$ cat config.mk
export PLATFORM = sky130hd
export DESIGN_NAME = dataio_spi_master
export DESIGN_NICKNAME = d
export VERILOG_FILES = /design/src/rtl/dataio_pkg.sv /design/src/rtl/spi_byte_tx.sv /design/src/rtl/dataio_spi_master.sv
export SDC_FILE = /design/constraint.sdc
export NUM_CORES = 1
export LEC_CHECK = 0
export ABC_CLOCK_PERIOD_IN_PS = 5250
export CORE_MARGIN = 10
export CORE_UTILIZATION = 45
export CTS_CLUSTER_SIZE = 28
export DETAILED_ROUTE_END_ITERATION = 16
export GPL_TIMING_DRIVEN = 0
export PLACE_DENSITY = 0.67
export SKIP_LAST_GASP = 1
export SLEW_MARGIN = 20
export SYNTH_ARGS = -nofsm -noshare
export SYNTH_HDL_FRONTEND = slang
export SYNTH_SLANG_ARGS = --single-unit
$ cat constraint.sdc
create_clock -name clk -period 5.25 [get_ports clk]
set_input_delay 0.7875 -clock clk [delete_from_list [all_inputs] [get_ports clk]]
set_output_delay 0.7875 -clock clk [all_outputs]
set_load 0.03 [all_outputs]
$ cat src/rtl/dataio_pkg.sv
// Shared constants, FSM state type and small decode helpers for the data_io SPI initiator.
package dataio_pkg;

    localparam logic [7:0] UIO_FILE_TX     = 8'h53;
    localparam logic [7:0] UIO_FILE_TX_DAT = 8'h54;
    localparam logic [7:0] UIO_FILE_INDEX  = 8'h55;
    localparam logic [7:0] ARG_START       = 8'hFF;
    localparam logic [7:0] ARG_END         = 8'h00;

    typedef enum logic [3:0] {
        ST_IDLE,
        ST_SEL1,
        ST_IDX,
        ST_GAP,
        ST_SEL2,
        ST_STA,
        ST_SEL3,
        ST_DAT,
        ST_SEL4,
        ST_END,
        ST_DONE
    } state_e;

    function automatic logic [7:0] sel_cmd(input state_e s);
        case (s)
            ST_SEL1: return UIO_FILE_INDEX;
            ST_SEL3: return UIO_FILE_TX_DAT;
            default: return UIO_FILE_TX;
        endcase
    endfunction

    function automatic state_e sel_next(input state_e s);
        case (s)
            ST_SEL1: return ST_IDX;
            ST_SEL2: return ST_STA;
            ST_SEL3: return ST_DAT;
            default: return ST_END;
        endcase
    endfunction

    function automatic state_e gap_next(input state_e s);
        case (s)
            ST_IDX:  return ST_SEL2;
            ST_STA:  return ST_SEL3;
            default: return ST_SEL4;
        endcase
    endfunction

endpackage

$ cat src/rtl/spi_byte_tx.sv
// Mode-0 MSB-first byte shifter: one load pulse produces exactly 16*CLK_DIV clk cycles of SCK activity.
module spi_byte_tx
    import dataio_pkg::*;
#(
    parameter int CLK_DIV = 4
) (
    input  logic       clk,
    input  logic       reset_n,
    input  logic       load,
    input  logic [7:0] data,
    output logic       sck,
    output logic       mosi,
    output logic       idle
);

    localparam int DW = (CLK_DIV > 1) ? $clog2(CLK_DIV) : 1;

    logic          active_q;
    logic          sck_q;
    logic          mosi_q;
    logic [DW-1:0] div_q;
    logic [2:0]    bit_q;
    logic [6:0]    sh_q;
    logic          half_end;
    logic          byte_end;

    assign half_end = active_q && (div_q == DW'(CLK_DIV - 1));
    assign byte_end = half_end && sck_q && (bit_q == 3'd7);
    // Idle is reported during the final half-period so a following byte can start seamlessly.
    assign idle     = !active_q || byte_end;

    always_ff @(posedge clk or negedge reset_n) begin
        if (!reset_n) begin
            active_q <= 1'b0;
            sck_q    <= 1'b0;
            mosi_q   <= 1'b0;
            div_q    <= '0;
            bit_q    <= 3'd0;
        end else if (load && idle) begin
            active_q <= 1'b1;
            sck_q    <= 1'b0;
            mosi_q   <= data[7];
            div_q    <= '0;
            bit_q    <= 3'd0;
        end else if (byte_end) begin
            active_q <= 1'b0;
            sck_q    <= 1'b0;
            div_q    <= '0;
        end else if (half_end) begin
            div_q <= '0;
            sck_q <= !sck_q;
            if (sck_q) begin
                bit_q  <= bit_q + 3'd1;
                mosi_q <= sh_q[6];
            end
        end else if (active_q) begin
            div_q <= div_q + 1'b1;
        end
    end

    always_ff @(posedge clk) begin
        if (load && idle) begin
            sh_q <= data[6:0];
        end else if (half_end && sck_q) begin
            sh_q <= {sh_q[5:0], 1'b0};
        end
    end

    assign sck  = sck_q;
    assign mosi = mosi_q;

endmodule

$ cat src/rtl/dataio_spi_master.sv
// data_io download initiator: index select, start, payload burst and end transfers over SPI_SS2.
module dataio_spi_master
    import dataio_pkg::*;
#(
    parameter int CLK_DIV    = 4,
    parameter int GAP_CYCLES = 8
) (
    input  logic       clk,
    input  logic       reset_n,
    input  logic       start,
    input  logic [7:0] index,
    input  logic [7:0] din,
    input  logic       din_valid,
    input  logic       din_last,
    output logic       din_ready,
    output logic       busy,
    output logic       done,
    output logic       spi_sck,
    output logic       spi_mosi,
    output logic       spi_ss_n
);

    localparam int CNT_MAX = (CLK_DIV > GAP_CYCLES) ? CLK_DIV : GAP_CYCLES;
    localparam int CW      = $clog2(CNT_MAX + 1);

    state_e        state_q;
    state_e        ret_q;
    logic [CW-1:0] cnt_q;
    logic          sent_q;
    logic          hold_q;
    logic [7:0]    index_q;
    logic          ss_n_q;
    logic          busy_q;
    logic          done_q;
    logic          tx_idle;
    logic          tx_load;
    logic [7:0]    tx_data;

    always_comb begin
        tx_load   = 1'b0;
        tx_data   = 8'h00;
        din_ready = 1'b0;
        case (state_q)
            ST_SEL1, ST_SEL2, ST_SEL3, ST_SEL4: begin
                tx_load = (cnt_q == CW'(CLK_DIV - 1));
                tx_data = sel_cmd(state_q);
            end
            ST_IDX: begin
                tx_load = !sent_q && tx_idle;
                tx_data = index_q;
            end
            ST_STA: begin
                tx_load = !sent_q && tx_idle;
                tx_data = ARG_START;
            end
            ST_END: begin
                tx_load = !sent_q && tx_idle;
                tx_data = ARG_END;
            end
            ST_DAT: begin
                din_ready = !sent_q && tx_idle && din_valid;
                tx_load   = din_ready;
                tx_data   = din;
            end
            default: ;
        endcase
    end

    always_ff @(posedge clk or negedge reset_n) begin
        if (!reset_n) begin
            state_q <= ST_IDLE;
            ret_q   <= ST_SEL2;
            cnt_q   <= '0;
            sent_q  <= 1'b0;
            hold_q  <= 1'b0;
            ss_n_q  <= 1'b1;
            busy_q  <= 1'b0;
            done_q  <= 1'b0;
        end else begin
            done_q <= 1'b0;
            case (state_q)
                // A start coinciding with the done pulse is deliberately dropped.
                ST_IDLE: begin
                    if (start && !done_q) begin
                        busy_q  <= 1'b1;
                        ss_n_q  <= 1'b0;
                        cnt_q   <= '0;
                        state_q <= ST_SEL1;
                    end
                end
                ST_SEL1, ST_SEL2, ST_SEL3, ST_SEL4: begin
                    if (tx_load) begin
                        cnt_q   <= '0;
                        sent_q  <= 1'b0;
                        hold_q  <= 1'b0;
                        state_q <= sel_next(state_q);
                    end else begin
                        cnt_q <= cnt_q + 1'b1;
                    end
                end
                ST_IDX, ST_STA, ST_DAT, ST_END: begin
                    if (hold_q) begin
                        if (cnt_q == CW'(CLK_DIV - 1)) begin
                            ss_n_q  <= 1'b1;
                            cnt_q   <= '0;
                            hold_q  <= 1'b0;
                            ret_q   <= gap_next(state_q);
                            state_q <= (state_q == ST_END) ? ST_DONE : ST_GAP;
                        end else begin
                            cnt_q <= cnt_q + 1'b1;
                        end
                    end else if (sent_q && tx_idle) begin
                        hold_q <= 1'b1;
                        cnt_q  <= '0;
                    end else if (tx_load && (state_q != ST_DAT || din_last)) begin
                        sent_q <= 1'b1;
                    end
                end
                ST_GAP: begin
                    if (cnt_q == CW'(GAP_CYCLES - 1)) begin
                        ss_n_q  <= 1'b0;
                        cnt_q   <= '0;
                        state_q <= ret_q;
                    end else begin
                        cnt_q <= cnt_q + 1'b1;
                    end
                end
                ST_DONE: begin
                    busy_q  <= 1'b0;
                    done_q  <= 1'b1;
                    state_q <= ST_IDLE;
                end
                default: state_q <= ST_IDLE;
            endcase
        end
    end

    always_ff @(posedge clk) begin
        if (state_q == ST_IDLE && start && !done_q) begin
            index_q <= index;
        end
    end

    spi_byte_tx #(
        .CLK_DIV(CLK_DIV)
    ) u_tx (
        .clk    (clk),
        .reset_n(reset_n),
        .load   (tx_load),
        .data   (tx_data),
        .sck    (spi_sck),
        .mosi   (spi_mosi),
        .idle   (tx_idle)
    );

    assign spi_ss_n = ss_n_q;
    assign busy     = busy_q;
    assign done     = done_q;

endmodule
==> key figures <==
Outcome
  – Result of the run: complete, no violations

Power
  – Gate power share: 3.6%
  – Sw frac: 19.6%
  – Leakage dissipation: between 1 and 1.5 nW
  – Sequential share of power: between 50% and 60%
  – Power share of the clock group: between 40% and 50%
  – Internal power: around 0.47 mW
  – Power per standard cell area: between 200 and 250 nW/um^2
  – Largest voltage drop on the vdd net: between 150 and 200 uV
  – Switching pwr: between 0.1 and 0.15 mW

Routing
  – Wirelength per Cell: roughly 16 um
  – Iteration-0 DRC count of the detailed router: 95
  – Routed via count divided by cell count: around 5.7
  – Aggregate routed wire length: ~5.2 mm
  – Vias post-DR: around 1900
  – Detail Route Antenna Nets: 0
  – DRC: 0
  – Router iterations before antenna repair: 4

Clock network
  – Post-CTS Setup Bufs: 0
  – Inserted Clock Buffers: 5
  – Clock Tree Root: sky130_fd_sc_hd__clkbuf_8
  – Depth of the CTS H-tree: 2
  – Number of sinks on the clock net: 39
  – Insertion delay of the later-clocked pin in the worst-skew pair: 0.30 ns
  – TritonCTS clock tree: built
  – Maximum buffer depth of the clock tree: 2
  – PostCTS Resize Cnt: 0
  – Clock slew at reported path FFs: 0.08 ns
  – Post-cts hold buffer count: 0

GRT
  – Largest net degree at the start of global routing: 25
  – First-pass GRT wire length: between 8 and 9 mm
  – Global route overflow: 0
  – Total routing resource utilization after global routing: about 13%
  – Number of global-route vias before repair: between 1500 and 2000
  – Number of antenna violations at the first check in global routing: 0

STA
  – Total count of hold-check failures in the final report: 0
  – Number of pins exceeding their max-slew limit in the final report: 0
  – Unrepaired setup endpoints after global routing: false
  – Slew @ Worst Pin: between 0.6 and 0.7 ns
  – Share of the clock period used by the worst path: roughly 60%
  – Total Negative Setup Slacks: 0 ns
  – Clock skew: between 0.005 and 0.006 ns
  – Headroom to the max-slew limit: 58.3%
  – Min Clock Period, post-route: between 3 and 4 ns
  – Number of setup violations in the final report: 0
  – Peak Freq: roughly 320 MHz

Critical path
  – Data required time at the worst endpoint: ~4.5 ns
  – R2r startpoint: state_q[1]
  – Slowest cell on crit path: sky130_fd_sc_hd__clkdlybuf4s50_1
  – Crit path kind: reg2out
  – Signal arrival time at the worst endpoint: 2.38 ns
  – Startpoint of the worst setup timing path: u_tx.bit_q[0]
  – CP startpoint kind: flop
  – Crit-path cells: ha_1, ha_1, nand3_1, a21oi_1, and3_1, clkdlybuf4s50_1
  – Cell type group with the largest total delay on the critical path: buffers and inverters
  – Max Fanout on Critical Path: 4
  – Critical Path Sink Type: output port
  – Slowest Stage Delay on Critical Path: around 0.67 ns
  – Cell mode on critical path: sky130_fd_sc_hd__ha_1
  – CP Buf/Inv Count: 1

Placed design
  – Final HPWL DP: 3.83 mm
  – Area after DPL: 2600 sq um
  – Global placement routability congestion: around 0.94
  – Count of input and output buffers: 26

Job
  – Number of max-cap violations: 0

Synthesis
  – #FFs+latches synth: 39
  – Mean instance size in the synthesized netlist: 10.0 sq um
  – Post-synthesis sequential area ratio: between 40% and 50%
  – Synth Warn #: 0
  – Portion of synthesized cell area occupied by the leading cell type: roughly 24%
  – Syn nets: 250
  – Predominant post-synthesis flop cell: sky130_fd_sc_hd__dfrtp_1
  – Number of instances in the synthesized netlist: 225
  – Yosys cell types: 57
  – EDFF count, synth: 15
  – Area leader, netlist: sky130_fd_sc_hd__dfrtp_1
  – Async set-or-reset flop fraction in the synthesized netlist: 61.5%
  – Top area cells in the synthesized netlist: sky130_fd_sc_hd__dfrtp_1 24%, sky130_fd_sc_hd__edfxtp_1 20%, sky130_fd_sc_hd__a21oi_1 4.7%
  – Summed instance area of the synthesized netlist: approximately 2300 sq um

Final layout
  – Total inserted antenna cells: 0
  – Area Growth Syn to Fin: 20.0%
  – Fraction of layout cells with a size suffix above 1: 12.4%
  – Final net count: between 200 and 300
  – Finished layout cell area: roughly 2700 sq um

Die
  – Initial cell density of the core: 47.1%
  – Placeable Area: about 4800 sq um
  – Count of pins on the block boundary: 27
  – Die outline area: approximately 8200 sq um
  – Number of cell rows: 25
  – Width of the die: 90.8 um
  – Die extent in y: 90.8 um

Worst hold path
  – Class of the tightest hold or removal check: in2async
layer usage:
layer	global-route usage (%)	part of all wire, %
met5	0	0
met4	4.83	0.98
met3	4.66	7.6
met2	19.5	44
met1	16.5	48
Yosys cell counts, types with 4 or more instances:
library cell	number
sky130_fd_sc_hd__a21oi_1	21
sky130_fd_sc_hd__a22o_1	4
sky130_fd_sc_hd__buf_2	6
sky130_fd_sc_hd__clkbuf_1	4
sky130_fd_sc_hd__dfrtp_1	22
sky130_fd_sc_hd__edfxtp_1	15
sky130_fd_sc_hd__ha_1	4
sky130_fd_sc_hd__inv_1	8
sky130_fd_sc_hd__mux2_2	5
sky130_fd_sc_hd__nand2_1	22
sky130_fd_sc_hd__nand2b_1	4
sky130_fd_sc_hd__nand3_1	6
sky130_fd_sc_hd__nor2_1	13
sky130_fd_sc_hd__nor2b_1	4
sky130_fd_sc_hd__nor3_1	8
sky130_fd_sc_hd__nor3b_1	4
sky130_fd_sc_hd__o21ai_0	5
sky130_fd_sc_hd__o22ai_1	5
power by group through the flow:
stage | sequential [mW] | combinational (mW) | clock (mW)
after floorplan | 0.323 | 0.00119 | 0
after global placement | 0.322 | 0.0219 | 0
after detailed placement | 0.322 | 0.0218 | 0
after CTS | 0.316 | 0.0220 | 0.253
after global routing | 0.316 | 0.0235 | 0.268
final | 0.316 | 0.0212 | 0.249
path summary, 6_finish.rpt:
path	to	slack [ns]	cells after the start
setup / recovery	din_ready	2.08	6
hold / removal	ret_q[3]	0.47	1
setup reg to reg	u_tx.sh_q[2]	3.05	6
hold reg to reg	ret_q[2]	0.49	2
max in group asynchronous	sent_q	4.40	1
min in group clk	ret_q[2]	0.49	2
cells by family (layout without fill, tap and decap cells):
family	count (synthesis)	after routing	synth area share, %
AOI/OAI and AO/OA	72	72	23.5
xor gates and xnor gates	2	2	0.777
adders and majority gates	4	4	2.22
buffers and inverters	23	57	4.83
DFF	39	39	46.7
muxes	5	5	2.50
and+or+nand+nor	80	80	19.5
registers in the layout, indices dropped and copies added, names as in the netlist, 2 cells and up:
register	count
cnt_q	4
index_q	8
ret_q	3
state_q	4
u_tx.bit_q	3
u_tx.div_q	2
u_tx.sh_q	7
cell type report:
type	instances	area [sq um]
inverter	8	30.0
clock buffer	7	76.3
timing repair buffer	26	255
buffer	15	78.8
fill	436	2080
clock inverter	1	30.0
multi-input combinational	163	1100
tap	67	83.8
sequential	39	1050
cell usage in the layout (no fill, tap or decap), types with 3 or more instances in the layout:
cell	synthesis	routed
sky130_fd_sc_hd__buf_1	3	3
sky130_fd_sc_hd__a31oi_1	3	3
sky130_fd_sc_hd__nor3b_1	4	3
sky130_fd_sc_hd__o31ai_1	3	3
sky130_fd_sc_hd__nor2b_1	4	4
sky130_fd_sc_hd__clkbuf_1	4	6
sky130_fd_sc_hd__edfxtp_1	15	15
sky130_fd_sc_hd__a21boi_0	3	3
sky130_fd_sc_hd__inv_1	8	8
sky130_fd_sc_hd__nor2_1	13	13
sky130_fd_sc_hd__nand3_1	6	6
sky130_fd_sc_hd__nand2b_1	4	4
sky130_fd_sc_hd__buf_2	6	7
sky130_fd_sc_hd__nand2_1	22	22
sky130_fd_sc_hd__ha_1	4	4
sky130_fd_sc_hd__o22ai_1	5	5
sky130_fd_sc_hd__nor3_1	8	8
sky130_fd_sc_hd__clkdlybuf4s50_1	0	25
sky130_fd_sc_hd__dfrtp_1	22	22
sky130_fd_sc_hd__o21ai_0	5	5
sky130_fd_sc_hd__a21oi_1	21	21
sky130_fd_sc_hd__a22o_1	4	4
sky130_fd_sc_hd__clkbuf_8	0	5
sky130_fd_sc_hd__and2_1	3	3
sky130_fd_sc_hd__mux2_2	5	5
stage by stage:
stage                     worst slack (ns)  utilization, %  total power [mW]  hold slack, ns  instances
after floorplan                       2.99               -             0.324           0.446        225
after global placement                2.33            54.3             0.344           0.470        318
after detailed placement              2.35            54.3             0.344           0.481        318
after CTS                             2.06            56.5             0.591           0.493        326
after global routing                  1.91            56.5             0.608           0.505        326
final                                 2.08            56.5             0.587           0.472        326
(Power assumes the default switching activity.)
